File: src/rtl/noc_pkg.sv
// Shared NoC router definitions: port count, select width, merge-stage FSM states
// and the wrap-around port index increment.
package noc_pkg;

  localparam int unsigned NUM_PORTS = 6;
  localparam int unsigned SEL_W     = 3;

  typedef enum logic {
    IDLE   = 1'b0,
    LOCKED = 1'b1
  } state_e;

  // Port index after idx, wrapping from the last port back to 0
  function automatic logic [SEL_W-1:0] next_idx(input logic [SEL_W-1:0] idx);
    return (idx == SEL_W'(NUM_PORTS - 1)) ? '0 : idx + SEL_W'(1);
  endfunction

endpackage

File: src/rtl/rr_arb6.sv
// Six-way round-robin priority scan: first requester at or after ptr, wrapping at 6.
module rr_arb6
  import noc_pkg::*;
(
  input  logic [NUM_PORTS-1:0] req,
  input  logic [SEL_W-1:0]     ptr,
  output logic                 gnt_valid,
  output logic [SEL_W-1:0]     gnt_idx
);

  logic [SEL_W-1:0] w_idx;

  // An out-of-range pointer is treated as 0 so the scan never indexes past req
  always_comb begin
    gnt_valid = 1'b0;
    gnt_idx   = '0;
    w_idx     = (ptr < SEL_W'(NUM_PORTS)) ? ptr : '0;
    for (int k = 0; k < NUM_PORTS; k++) begin
      if (!gnt_valid && req[w_idx]) begin
        gnt_valid = 1'b1;
        gnt_idx   = w_idx;
      end
      w_idx = next_idx(w_idx);
    end
  end

endmodule

File: src/rtl/mux6to1_rr.sv
// Six-input round-robin flit merge stage with per-packet grant lock and a
// registered valid/ready output channel.
module mux6to1_rr
  import noc_pkg::*;
#(
  parameter int unsigned DATA_W = 64
) (
  input  logic                        clk,
  input  logic                        reset,
  input  logic [NUM_PORTS-1:0]        in_valid,
  input  logic [NUM_PORTS-1:0]        in_tail,
  input  logic [NUM_PORTS*DATA_W-1:0] in_data,
  output logic [NUM_PORTS-1:0]        in_ready,
  output logic                        out_valid,
  output logic                        out_tail,
  output logic [DATA_W-1:0]           out_data,
  output logic [SEL_W-1:0]            out_sel,
  input  logic                        out_ready
);

  state_e             r_state;
  logic [SEL_W-1:0]   r_lock_idx;
  logic [SEL_W-1:0]   r_rr_ptr;
  logic               r_out_valid;
  logic               r_out_tail;
  logic [DATA_W-1:0]  r_out_data;
  logic [SEL_W-1:0]   r_out_sel;

  logic               w_arb_valid;
  logic [SEL_W-1:0]   w_arb_idx;
  logic               w_gnt_valid;
  logic [SEL_W-1:0]   w_gnt_idx;
  logic               w_can_load;
  logic               w_in_fire;
  logic               w_in_tail;
  logic [DATA_W-1:0]  w_in_data;

  rr_arb6 u_arb (
    .req       (in_valid),
    .ptr       (r_rr_ptr),
    .gnt_valid (w_arb_valid),
    .gnt_idx   (w_arb_idx)
  );

  // While locked the grant stays on the packet owner even if it stalls
  assign w_can_load  = !r_out_valid || out_ready;
  assign w_gnt_valid = (r_state == LOCKED) || w_arb_valid;
  assign w_gnt_idx   = (r_state == LOCKED) ? r_lock_idx : w_arb_idx;

  // Steer the granted input and raise its ready in the same cycle
  always_comb begin
    w_in_data = '0;
    w_in_tail = 1'b0;
    w_in_fire = 1'b0;
    in_ready  = '0;
    for (int i = 0; i < NUM_PORTS; i++) begin
      if (w_gnt_idx == SEL_W'(i)) begin
        w_in_data   = in_data[i*DATA_W +: DATA_W];
        w_in_tail   = in_tail[i];
        w_in_fire   = w_can_load && w_gnt_valid && in_valid[i];
        in_ready[i] = w_in_fire;
      end
    end
  end

  always_ff @(posedge clk or posedge reset) begin
    if (reset) begin
      r_state     <= IDLE;
      r_lock_idx  <= '0;
      r_rr_ptr    <= '0;
      r_out_valid <= 1'b0;
      r_out_tail  <= 1'b0;
      r_out_data  <= '0;
      r_out_sel   <= '0;
    end else begin
      if (w_in_fire) begin
        r_out_valid <= 1'b1;
        r_out_tail  <= w_in_tail;
        r_out_data  <= w_in_data;
        r_out_sel   <= w_gnt_idx;
      end else if (out_ready) begin
        r_out_valid <= 1'b0;
      end

      // The pointer only advances on an arbitrated (head or single) flit
      case (r_state)
        IDLE: begin
          if (w_in_fire) begin
            r_rr_ptr <= next_idx(w_gnt_idx);
            if (!w_in_tail) begin
              r_lock_idx <= w_gnt_idx;
              r_state    <= LOCKED;
            end
          end
        end
        LOCKED: begin
          if (w_in_fire && w_in_tail) begin
            r_state <= IDLE;
          end
        end
        default: r_state <= IDLE;
      endcase
    end
  end

  assign out_valid = r_out_valid;
  assign out_tail  = r_out_tail;
  assign out_data  = r_out_data;
  assign out_sel   = r_out_sel;

endmodule

File: config.mk
export PLATFORM = sky130hd
export DESIGN_NAME = mux6to1_rr
export DESIGN_NICKNAME = d
export VERILOG_FILES = /design/src/rtl/noc_pkg.sv /design/src/rtl/rr_arb6.sv /design/src/rtl/mux6to1_rr.sv
export SDC_FILE = /design/constraint.sdc
export NUM_CORES = 1
export LEC_CHECK = 0
export BUFFER_PORTS_ARGS = -buffer_cell sky130_fd_sc_hd__buf_4
export CORE_AREA = 2 2 183 185
export CTS_CLUSTER_DIAMETER = 80
export DETAILED_ROUTE_END_ITERATION = 7
export DIE_AREA = 0 0 185 187
export PLACE_DENSITY = 0.51
export REMOVE_ABC_BUFFERS = 1
export SYNTH_ARGS = -nofsm -noshare
export SYNTH_HDL_FRONTEND = slang
export SYNTH_SLANG_ARGS = --single-unit
File: constraint.sdc
create_clock -name clk -period 12.87 [get_ports clk]
set_input_delay 0.6435 -clock clk [delete_from_list [all_inputs] [get_ports clk]]
set_output_delay 0.6435 -clock clk [all_outputs]
set_load 0.03 [all_outputs]
==> flow_summary.toml <==
[run_status]
status = "finished, final reports clean"

[logic_synthesis]
yosysSeqAreaShare = 0.276
synth_flop_cell = "dfrtp_1"
syn_area_mm2 = 0.00689
synth-edff-count = 0
ys_warn_count = 0
yosysTopAreaCellShare = 0.276
synth_cell_types = 52
synth_largest_area_cell = "dfrtp_1"
async_flop_share = 1.00
synth.avg_cell_area_um2 = 9.72
synth_area_leaders = "dfrtp_1 (28%), mux2_2 (21%), mux2i_1 (11%)"
synthCells = 709
ys_seq_elements = 76

[detailed_routing]
drc = 0
firstDrtPassIters = 5
final_antenna_net_count = 0
drt_first_iter_violations = 380
vias = 7672
wl_per_cell_um = 19.3
viasPerCell = 4.84
finalWirelength_mm = 30.6

[timing]
slew-limit-headroom = 0.253
setup_tns_ns = 0
final.setup_skew_ns = 0.00933
finalHoldViolations = 0
fin_crit_sh = 0.511
rsz0062_at_grt = "false"
tightestPinTransition_ns = 1.12
maxSlewViolCount = 0
setup_viol = 0
finalCriticalPeriod_ns = 6.58
max_freq_mhz = 152

[clocking]
cts_root_buf = "clkbuf_16"
post_cts_resized = 0
cts_buffer_depth = 2
cts_max_level = 3
cts_tree = "done"
ctsHoldBuffers = 0
insertion_delay_ns = 0.34
post-cts-setup-buffers = 0
clock_sinks = 76
cts-buffers-inserted = 9
clk_pin_slew_worst_paths_ns = 0.06

[floorplan]
rows = 67
start_util = 0.210
die_x_um = 185
io_pins = 474
core_area_mm2 = 0.0329
dieArea_mm2 = 0.0346
die_height_um = 187

[setup_path]
cp.required_ns = 13.09
reg2regPathDepth = 16
r2r-start = "r_rr_ptr[1]"
cp_max_fo = 69
critPathLaunchType = "flop"
end_kind = "flop"
worstPathArrival_ns = 6.81
reg2reg_slack_ns = 6.29
path_class = "flop to flop"
r2r_end = "out_data[58]"

[cells_and_area]
finalNetCount = 1533
finalInstanceArea_mm2 = 0.0112
layout-drive-gt1-share = 0.577
area.growth.synth_to_final_pct = 61.8
layout_commonest_cell = "buf_4"
utilization = 0.339
final_cell_mix = "buf_4 (485), mux2_2 (129), dfrtp_1 (76)"

[power]
p_total_w = 0.00430
combPwrFrac = 0.829
power.clock.fraction = 0.066
p_int_w = 0.00210
vdd_drop_max_mv = 0.174
sw_frac_of_total = 0.513
p_sw_w = 0.00221
p_seq_frac = 0.104
cellPowerDensity_mw_per_mm2 = 386
p_leak_nw = 5.20

[grt]
grt_max_degree = 70
grt-ovfl-total = 0
grt_antenna_before_repair = 0
grt_use_total = 0.174
grt_pass1_wl_mm = 46.4
first_global_vias = 8207

[worst_hold_path]
hold_class = "input pin to async pin"

[placed_design]
routabilityCongestion = 0.872
dpl_cell_area_mm2 = 0.0108
hpwl_mm = 24.1
port-buffer-count = 473

[flow_run]
maxCapViolations = 0
cells by family (layout without fill, tap and decap cells):
family,Yosys count,after routing,share of synthesized area
AND/OR/NAND/NOR,142,142,0.106
other,0,1,0
AO/OA/AOI/OAI,189,189,0.216
multiplexers,213,213,0.340
flip-flops,76,76,0.276
adder cells (fa/ha/maj),4,4,0.00726
buffers and inverters,85,511,0.0548
layout make-up:
type                            count  area, µm²
Multi-Input combinational cell    548       4680
Clock buffer                       10        239
Inverter                           10       38.8
Timing Repair Buffer              485       3640
Antenna cell                        1       2.50
Clock inverter                      6       95.1
Tap cell                          448        561
Fill cell                        3455      21700
Sequential cell                    76       1900
per-layer routing:
layer / track usage / part of all wire
met1: 0.217 / 0.42
met3: 0.0282 / 0.051
met5: 0 / 0
met4: 0.0601 / 0.030
met2: 0.300 / 0.50
power by group through the flow:
stage                     Combinational (W)  Clock (W)  Sequential [W]
after floorplan                     0.00248          0        0.000642
after global placement              0.00361          0        0.000451
after detailed placement            0.00362          0        0.000454
after CTS                           0.00362   0.000298        0.000451
after global routing                0.00389   0.000308        0.000466
final                               0.00357   0.000286        0.000449
flip-flops by register name, summed over array words and instances (netlist names):
register	flops
out_tail	1
out_data	64
r_lock_idx	3
out_sel	3
out_valid	1
r_state	1
r_rr_ptr	3
critical path, stage by stage, from the launching register on:
cell and delay (ns):
dfrtp_1 0.40, ha_1 0.22, nor2b_1 0.86, mux2_4 0.40
a22o_1 0.26, o21ai_0 0.18, o31ai_1 0.10, o32ai_2 0.51
o21a_4 0.48, nor2_1 0.09, ha_2 0.41, buf_4 0.37
and3_1 0.28, a31o_1 0.20, o2111ai_2 0.31, and2_4 0.80
mux2_2 0.42
how the worst max path moves through the flow:
| stage | startpoint | endpoint | slack (ns) | depth (start not counted) |
|---|---|---|---|---|
| 2_1_floorplan | r_rr_ptr[1] | out_sel[1] | 2.70 | 12 |
| 3_3_place_gp | r_rr_ptr[1] | out_data[20] | 6.40 | 16 |
| 3_5_place_dp | r_rr_ptr[1] | out_data[58] | 6.31 | 16 |
| 4_1_cts | r_rr_ptr[1] | out_data[32] | 6.30 | 16 |
| 5_1_grt | r_rr_ptr[1] | out_data[46] | 5.85 | 16 |
| 6_report | r_rr_ptr[1] | out_data[58] | 6.29 | 16 |
synth_stat cells (5+ instances only):
cell / count
o211ai_1: 6
buf_2: 8
inv_1: 10
nand3b_1: 5
o221ai_1: 65
o21ai_0: 8
mux2i_1: 74
nor3_1: 7
mux2_4: 8
nand2_1: 22
a22oi_1: 69
dfrtp_1: 76
nand2b_1: 7
nor2b_1: 6
clkbuf_1: 54
a21oi_1: 9
nor2_1: 13
buf_4: 5
nand3_1: 69
mux2_2: 129
per-stage QoR:
step,hold WS [ns],setup slack (ns),std cells
2_1_floorplan,0.488,2.70,634
3_3_place_gp,0.491,6.40,1567
3_5_place_dp,0.494,6.31,1567
4_1_cts,0.390,6.30,1583
5_1_grt,0.410,5.85,1583
6_report,0.364,6.29,1584
No activity file was read; power rests on OpenSTA's default activity.
